==> config.mk <==
export PLATFORM = sky130hd
export DESIGN_NAME = mult_seq_ctrl
export DESIGN_NICKNAME = d
export VERILOG_FILES = /design/src/rtl/mult_seq_ctrl.sv
export SDC_FILE = /design/constraint.sdc
export NUM_CORES = 1
export LEC_CHECK = 0
export CAP_MARGIN = 20
export CELL_PAD_IN_SITES_DETAIL_PLACEMENT = 1
export CELL_PAD_IN_SITES_GLOBAL_PLACEMENT = 1
export CORE_ASPECT_RATIO = 1.25
export CORE_UTILIZATION = 45
export CTS_BUF_LIST = sky130_fd_sc_hd__clkbuf_16
export DETAILED_ROUTE_END_ITERATION = 8
export PLACE_DENSITY = 0.95
export SYNTH_ARGS = -nofsm -noshare
export SYNTH_HDL_FRONTEND = slang
export SYNTH_SLANG_ARGS = --single-unit
==> constraint.sdc <==
create_clock -name clk -period 10.5 [get_ports clk]
set_input_delay 2.1 -clock clk [delete_from_list [all_inputs] [get_ports clk]]
set_output_delay 2.1 -clock clk [all_outputs]
set_load 0.02 [all_outputs]
==> src/rtl/mult_seq_ctrl.sv <==
// -----------------------------------------------------------------------------
// mult_seq_ctrl
//   Sequential multiply controller for the EXE stage. It runs a shift-add
//   multiply at one multiplier bit per cycle, owns the architectural HI/LO
//   registers, and serves MULT/MULTU as well as MTHI/MTLO. It exposes a
//   ready/busy handshake so the pipeline can stall EXE while a multiply is in
//   progress. An exception/eret flush cancels the multiply.
//
// Ports
//   clk, resetn               rising-edge clock; asynchronous active-low reset
//   mult_valid, mult_signed   request strobe; 1 = MULT (signed), 0 = MULTU
//   mult_op1, mult_op2        rs / rt operands
//   mult_ready                high in IDLE; a request is accepted only then
//   mult_busy                 high in BUSY or DONE; stalls EXE
//   flush                     cancels any in-flight multiply; no HI/LO write
//   result_valid, product     one-cycle pulse in DONE with the final product
//   hi_we, lo_we, hilo_wdata  MTHI / MTLO write port
//   hi, lo                    architectural HI / LO
// -----------------------------------------------------------------------------
module mult_seq_ctrl #(
  parameter int WIDTH = 32
) (
  input  logic               clk,
  input  logic               resetn,
  input  logic               mult_valid,
  input  logic               mult_signed,
  input  logic [WIDTH-1:0]   mult_op1,
  input  logic [WIDTH-1:0]   mult_op2,
  output logic               mult_ready,
  output logic               mult_busy,
  input  logic               flush,
  output logic               result_valid,
  output logic [2*WIDTH-1:0] product,
  input  logic               hi_we,
  input  logic               lo_we,
  input  logic [WIDTH-1:0]   hilo_wdata,
  output logic [WIDTH-1:0]   hi,
  output logic [WIDTH-1:0]   lo
);

  localparam int PW = 2 * WIDTH;
  localparam int CW = (WIDTH > 1) ? $clog2(WIDTH) : 1;
  localparam logic [CW-1:0] CNT_ONE  = CW'(1);
  localparam logic [CW-1:0] CNT_LAST = CW'(WIDTH - 1);

  typedef enum logic [1:0] {
    S_IDLE = 2'd0,
    S_BUSY = 2'd1,
    S_DONE = 2'd2
  } state_t;

  state_t            state_q, state_d;
  logic [CW-1:0]     cnt_q, cnt_d;
  logic [PW-1:0]     acc_q, acc_d;
  logic [PW-1:0]     mcand_q, mcand_d;
  logic [WIDTH-1:0]  mplier_q, mplier_d;
  logic              neg_q, neg_d;
  logic [WIDTH-1:0]  hi_q, hi_d;
  logic [WIDTH-1:0]  lo_q, lo_d;

  logic [WIDTH-1:0]  op1_abs;
  logic [WIDTH-1:0]  op2_abs;
  logic [PW-1:0]     prod_w;
  logic              accept;

  // Magnitudes of the operands. For the most negative value the negation
  // wraps to itself, which is exactly 2^(WIDTH-1) read as unsigned.
  assign op1_abs = (mult_signed && mult_op1[WIDTH-1]) ? -mult_op1 : mult_op1;
  assign op2_abs = (mult_signed && mult_op2[WIDTH-1]) ? -mult_op2 : mult_op2;

  // Sign is reapplied to the unsigned accumulator only at the output.
  assign prod_w = neg_q ? -acc_q : acc_q;

  assign accept       = (state_q == S_IDLE) && mult_valid && !flush;
  assign mult_ready   = (state_q == S_IDLE);
  assign mult_busy    = (state_q != S_IDLE);
  assign result_valid = (state_q == S_DONE) && !flush;
  assign product      = prod_w;
  assign hi           = hi_q;
  assign lo           = lo_q;

  always_comb begin
    state_d  = state_q;
    cnt_d    = cnt_q;
    acc_d    = acc_q;
    mcand_d  = mcand_q;
    mplier_d = mplier_q;
    neg_d    = neg_q;
    hi_d     = hi_q;
    lo_d     = lo_q;

    if (hi_we) hi_d = hilo_wdata;
    if (lo_we) lo_d = hilo_wdata;

    case (state_q)
      S_IDLE: begin
        if (accept) begin
          state_d  = S_BUSY;
          mcand_d  = {{WIDTH{1'b0}}, op1_abs};
          mplier_d = op2_abs;
          neg_d    = mult_signed && (mult_op1[WIDTH-1] ^ mult_op2[WIDTH-1]);
          acc_d    = '0;
          cnt_d    = '0;
        end
      end
      S_BUSY: begin
        if (mplier_q[0]) acc_d = acc_q + mcand_q;
        mcand_d  = mcand_q << 1;
        mplier_d = mplier_q >> 1;
        cnt_d    = cnt_q + CNT_ONE;
        if (cnt_q == CNT_LAST) state_d = S_DONE;
      end
      S_DONE: begin
        state_d = S_IDLE;
        // The multiply commit is applied after the MTHI/MTLO writes so it
        // takes priority when both land on the same edge.
        if (!flush) begin
          hi_d = prod_w[PW-1:WIDTH];
          lo_d = prod_w[WIDTH-1:0];
        end
      end
      default: state_d = S_IDLE;
    endcase

    // A flush cancels whatever is in flight. It does not block MTHI/MTLO.
    if (flush) state_d = S_IDLE;
  end

  always_ff @(posedge clk or negedge resetn) begin
    if (!resetn) begin
      state_q  <= S_IDLE;
      cnt_q    <= '0;
      acc_q    <= '0;
      mcand_q  <= '0;
      mplier_q <= '0;
      neg_q    <= 1'b0;
      hi_q     <= '0;
      lo_q     <= '0;
    end else begin
      state_q  <= state_d;
      cnt_q    <= cnt_d;
      acc_q    <= acc_d;
      mcand_q  <= mcand_d;
      mplier_q <= mplier_d;
      neg_q    <= neg_d;
      hi_q     <= hi_d;
      lo_q     <= lo_d;
    end
  end

endmodule
==> results list <==
* Worst-case register-to-register setup slack: 5.86 ns
- After Yosys synthesis, XOR and XNOR cells account for 10.3% of the synthesized area.
* Worst endpoint data arrival time: about 4.8 ns
- Post-synthesis compound-gate area fraction: roughly 22%
- Worst-skew pair later-pin latency: 0.56 ns
- Post-route setup TNS: 0 ns
- The area growth from synthesis to layout is 21.2%.
- Clock tree from TritonCTS: yes
* Syn. warnings: 0
* Residual antenna-violating net count after detailed routing: 0
- Combinational cells account for 49.0% of the total power.
- Adder-cell share of the synthesized area: 5.61%
* CP required: 8.40 ns
- Power share of the sequential group: approximately a third
* Layout filler cell count: 3921
- The tool flagged a number of max-cap violations equal to 0.
* Cell with the biggest individual delay on the critical path: sky130_fd_sc_hd__clkdlybuf4s50_1
- Worst supply voltage drop on vdd: 0.000128 V
- The floorplan has 75 rows.
- By area, the combinational part of the netlist is dominated by compound AO/OA/AOI/OAI gates.
* Top fanout value on the critical path: 6
* Mapped Nets: 1979
- Yosys mapped a number of flops with a built-in enable equal to 0.
- The clock net in this run drives a total of 232 sinks.
* Total number of vias: 15037
- After detailed placement, the total cell area comes to 18100 sq um.
* Initial antenna violation count: 0
- Clock root buffer: sky130_fd_sc_hd__clkbuf_16
* Num CTS Buffers: 25
- Final setup violation count: 0
- The average instance in the mapped netlist occupies 8.59 sq um.
* Footprint of the multi-input gates: 9240 sq um
- Switching fraction of total power: ~44%
- After synthesis, the share of flip-flops with an asynchronous set or reset is 100%.
- Slew at the pin closest to its max-slew limit: 1.08 ns
* Post-CTS Setup Inserts: 0
* Delay-heaviest family, CP: simple AND/OR/NAND/NOR gates
- Of the total synthesized cell area, the portion taken by AND, OR, NAND and NOR gates is 16.8%.
- The sequential cells in the finished layout cover a total of 5810 sq um.
- Final Core Density: 55.7%
* Ratio of cells with drive above 1 in the final layout: under 10%
- The die is 168 um wide.
- Buffers inserted to repair hold after CTS numbered 0.
- Starting density of the core: between 40% and 50%
- In this run the vertical extent of the chip is 210 um.
- In the synthesized netlist the dominant register cell turns out to be sky130_fd_sc_hd__dfrtp_1.
* Switch Pwr: 1.82 mW
* Multiplexer share of the synthesized area: a little over 4%
- Wirelength, routed: 55700 um
- At the end of routability-driven placement, the weighted congestion stood at 0.960.
- Dividing the detail-routed via count by the number of cells gives 6.24.
* Clock slew seen by the registers of the worst setup and hold paths: 0.07 ns
- In this run the static leakage power is 8.19 nW.
* Kind of end point of the critical path: primary output
- In this run the cell area of the synthesized design comes to 15500 sq um.
- Final Slew Violations: 0
- Routed len/inst: 23.1 um
- The run finished with clean final reports.
* Maximum number of pins on one net before global-route repair: roughly 130
- Fmax achieved: around 0.15 GHz
- The die covers 35200 sq um.
- The first global-routing pass estimated 87800 um of wire.
* I/O pins: 234
- The cell count after synthesis came out at 1807.
* Port-buffer cells: 233
- Final standard cell area without fillers: 18800 sq um
- Part of the power in the clock network: 19.3%
* DRC errors left: 0
- In this run the deepest clock path goes through 3 buffers.
- The worst hold path belongs to the class reg2reg.
- The internal power of the cells totals between 2 and 2.5 mW.
- The critical path is of the reg2out type.
* Final hold viol count: 0
- The core region is 33800 sq um.
* Unrepaired setup endpoints after global routing: false
- First-pass DRT Iterations: 5
- After synthesis the netlist holds a flip-flop and latch count of around 230.
* Minimum clock period after layout: 6.85 ns
- Global routing finished with a remaining overflow of 0.
- Walking the worst path, the cells encountered are nor4_1 > nand2_1 > or2_2 > nor3_2 > nand3_1 > or3_1 > or2_1 > o41ai_1 > xnor2_1 > clkdlybuf4s50_1.
- Final worst path period share: 65.2%
- Global-route usage over all layers: 31.6%
- Part of the Yosys area used for sequential elements: 37.4%
- The tightest hold path in the finished design has a slack of just over 0.5 ns.
* Synth cell types: 63
* Post-layout nets: 2141
- Worst relative slew slack: around 28%
- Number of global-route vias before repair: 15878
- Dividing total power by cell area gives a power density of between 200 and 250 nW/um^2.
- Resized Gates After CTS: 0
- Together, buffers and inverters on the worst path number 1.
* Number of levels in the clock H-tree: 1
* Worst-case clock skew: 0.0207 ns
* Critical Path Source Type: flip-flop
- In this run, the number of DRC markers left after iteration 0 of detailed routing was 879.
- The wire-length estimate of the detail-placed layout is 42400 um.
- Delay of the slowest cell on the worst path: about 0.64 ns
-- per-layer routing --
metal / vias to the layer above / GRT usage, % / wire, um
li1: 6849 / - / -
met1: 7488 / 36.3 / 21800
met2: 540 / 55.2 / 27200
met3: 160 / 6.13 / 3540
met4: 0 / 17.7 / 3110
met5: - / 0 / 0
-- sequential cells by signal, summed over array words and instances (netlist names) --
| name | cells |
|---|---|
| cnt_q | 5 |
| neg_q | 1 |
| lo | 32 |
| mplier_q | 32 |
| mcand_q | 64 |
| state_q | 2 |
| acc_q | 64 |
| hi | 32 |
-- layout make-up --
| class | instances | area share [%] |
|---|---|---|
| clock inverters | 17 | 0.399 |
| well taps | 423 | 2.81 |
| repair buffers | 246 | 13.0 |
| multi-input cells | 1441 | 49.1 |
| inverters | 23 | 0.459 |
| diodes | 1 | 0.0133 |
| flip-flops and latches | 232 | 30.9 |
| clock buffers | 25 | 3.33 |
-- power by group through the flow --
stage	sequential, mW	clock (mW)	combinational, mW
floorplan	1.26	0	1.20
global placement	1.29	0	1.88
detailed placement	1.32	0	1.97
CTS	1.30	0.808	1.99
global route	1.33	0.838	2.16
finish	1.31	0.797	2.02
-- cells in the mapped netlist, types with 13 or more instances --
master	number	area, sq um
sky130_fd_sc_hd__o21bai_1	17	128
sky130_fd_sc_hd__nor3_1	14	70.1
sky130_fd_sc_hd__inv_1	23	86.3
sky130_fd_sc_hd__o21ai_0	251	1260
sky130_fd_sc_hd__ha_1	68	851
sky130_fd_sc_hd__mux2i_1	64	641
sky130_fd_sc_hd__a21oi_1	84	420
sky130_fd_sc_hd__and3_1	16	100
sky130_fd_sc_hd__nand2b_1	13	81.3
sky130_fd_sc_hd__a31oi_1	13	81.3
sky130_fd_sc_hd__nand4_1	16	100
sky130_fd_sc_hd__nand2_1	289	1080
sky130_fd_sc_hd__nand3_1	57	285
sky130_fd_sc_hd__nor4_1	13	81.3
sky130_fd_sc_hd__nor2b_1	13	81.3
sky130_fd_sc_hd__o41ai_1	21	184
sky130_fd_sc_hd__a21o_1	41	308
sky130_fd_sc_hd__or4_1	16	120
sky130_fd_sc_hd__or3_1	21	131
sky130_fd_sc_hd__clkbuf_1	97	364
sky130_fd_sc_hd__xnor2_1	112	981
sky130_fd_sc_hd__o31ai_1	28	210
sky130_fd_sc_hd__dfrtp_1	232	5810
sky130_fd_sc_hd__nor2_1	58	218
sky130_fd_sc_hd__xor2_1	71	622
sky130_fd_sc_hd__a22oi_1	60	450
-- path summary, 6_finish.rpt --
| check | endpoint | cells after the start | startpoint |
|---|---|---|---|
| hold / removal | mcand_q[50] | 2 | mcand_q[49] |
| min in group asynchronous | mcand_q[62] | 1 | resetn |
| max in group asynchronous | neg_q | 2 | resetn |
| setup reg to reg | acc_q[61] | 11 | acc_q[22] |
| hold reg to reg | mcand_q[50] | 2 | mcand_q[49] |
| setup / recovery | product[58] | 10 | acc_q[4] |
-- worst register-to-register path, cell delays in order, from the launching register on --
cell and delay [ns]:
sky130_fd_sc_hd__dfrtp_1 0.51, sky130_fd_sc_hd__ha_1 0.49, sky130_fd_sc_hd__and3_1 0.23, sky130_fd_sc_hd__nand4_1 0.22
sky130_fd_sc_hd__nor3_1 0.19, sky130_fd_sc_hd__nand3_1 0.18, sky130_fd_sc_hd__a2111oi_0 0.85, sky130_fd_sc_hd__o21ai_1 0.31
sky130_fd_sc_hd__o41ai_1 0.86, sky130_fd_sc_hd__a41oi_1 0.29, sky130_fd_sc_hd__xor2_1 0.23, sky130_fd_sc_hd__o21ai_0 0.10
-- cell families (layout without fill, tap and decap cells) --
kind of cell,count (synthesis),after routing
other cells,0,1
flops,232,232
xor+xnor,183,183
compound gates,565,565
mux,64,64
buf+inv,134,311
simple gates,560,560
fa+ha+maj,69,69
-- metrics by stage --
step	instances	setup slack (ns)	total power, mW
floorplan	1807	5.32	2.46
global placement	2364	4.49	3.17
detailed placement	2364	4.29	3.29
CTS	2406	3.71	4.10
global route	2407	3.40	4.33
finish	2408	3.65	4.13
-- cell usage in the layout, fill, tap and decap left out, types with 13 or more instances in the layout --
master and instances:
sky130_fd_sc_hd__nand2b_1 13, sky130_fd_sc_hd__o21bai_1 17, sky130_fd_sc_hd__nor4_1 13, sky130_fd_sc_hd__a22oi_1 60
sky130_fd_sc_hd__and3_1 16, sky130_fd_sc_hd__clkbuf_16 25, sky130_fd_sc_hd__nor2_1 56, sky130_fd_sc_hd__nor3_1 14
sky130_fd_sc_hd__mux2i_1 64, sky130_fd_sc_hd__xor2_1 71, sky130_fd_sc_hd__o41ai_1 21, sky130_fd_sc_hd__or3_1 21
sky130_fd_sc_hd__nand4_1 16, sky130_fd_sc_hd__or4_1 16, sky130_fd_sc_hd__xnor2_1 112, sky130_fd_sc_hd__a21o_1 41
sky130_fd_sc_hd__o21ai_0 251, sky130_fd_sc_hd__ha_1 68, sky130_fd_sc_hd__dfrtp_1 231, sky130_fd_sc_hd__a31oi_1 13
sky130_fd_sc_hd__nand2_1 289, sky130_fd_sc_hd__nand3_1 57, sky130_fd_sc_hd__a21oi_1 84, sky130_fd_sc_hd__clkdlybuf4s50_1 230
sky130_fd_sc_hd__inv_1 28, sky130_fd_sc_hd__o31ai_1 28
Note: power is estimated with default switching activity, not from simulation.
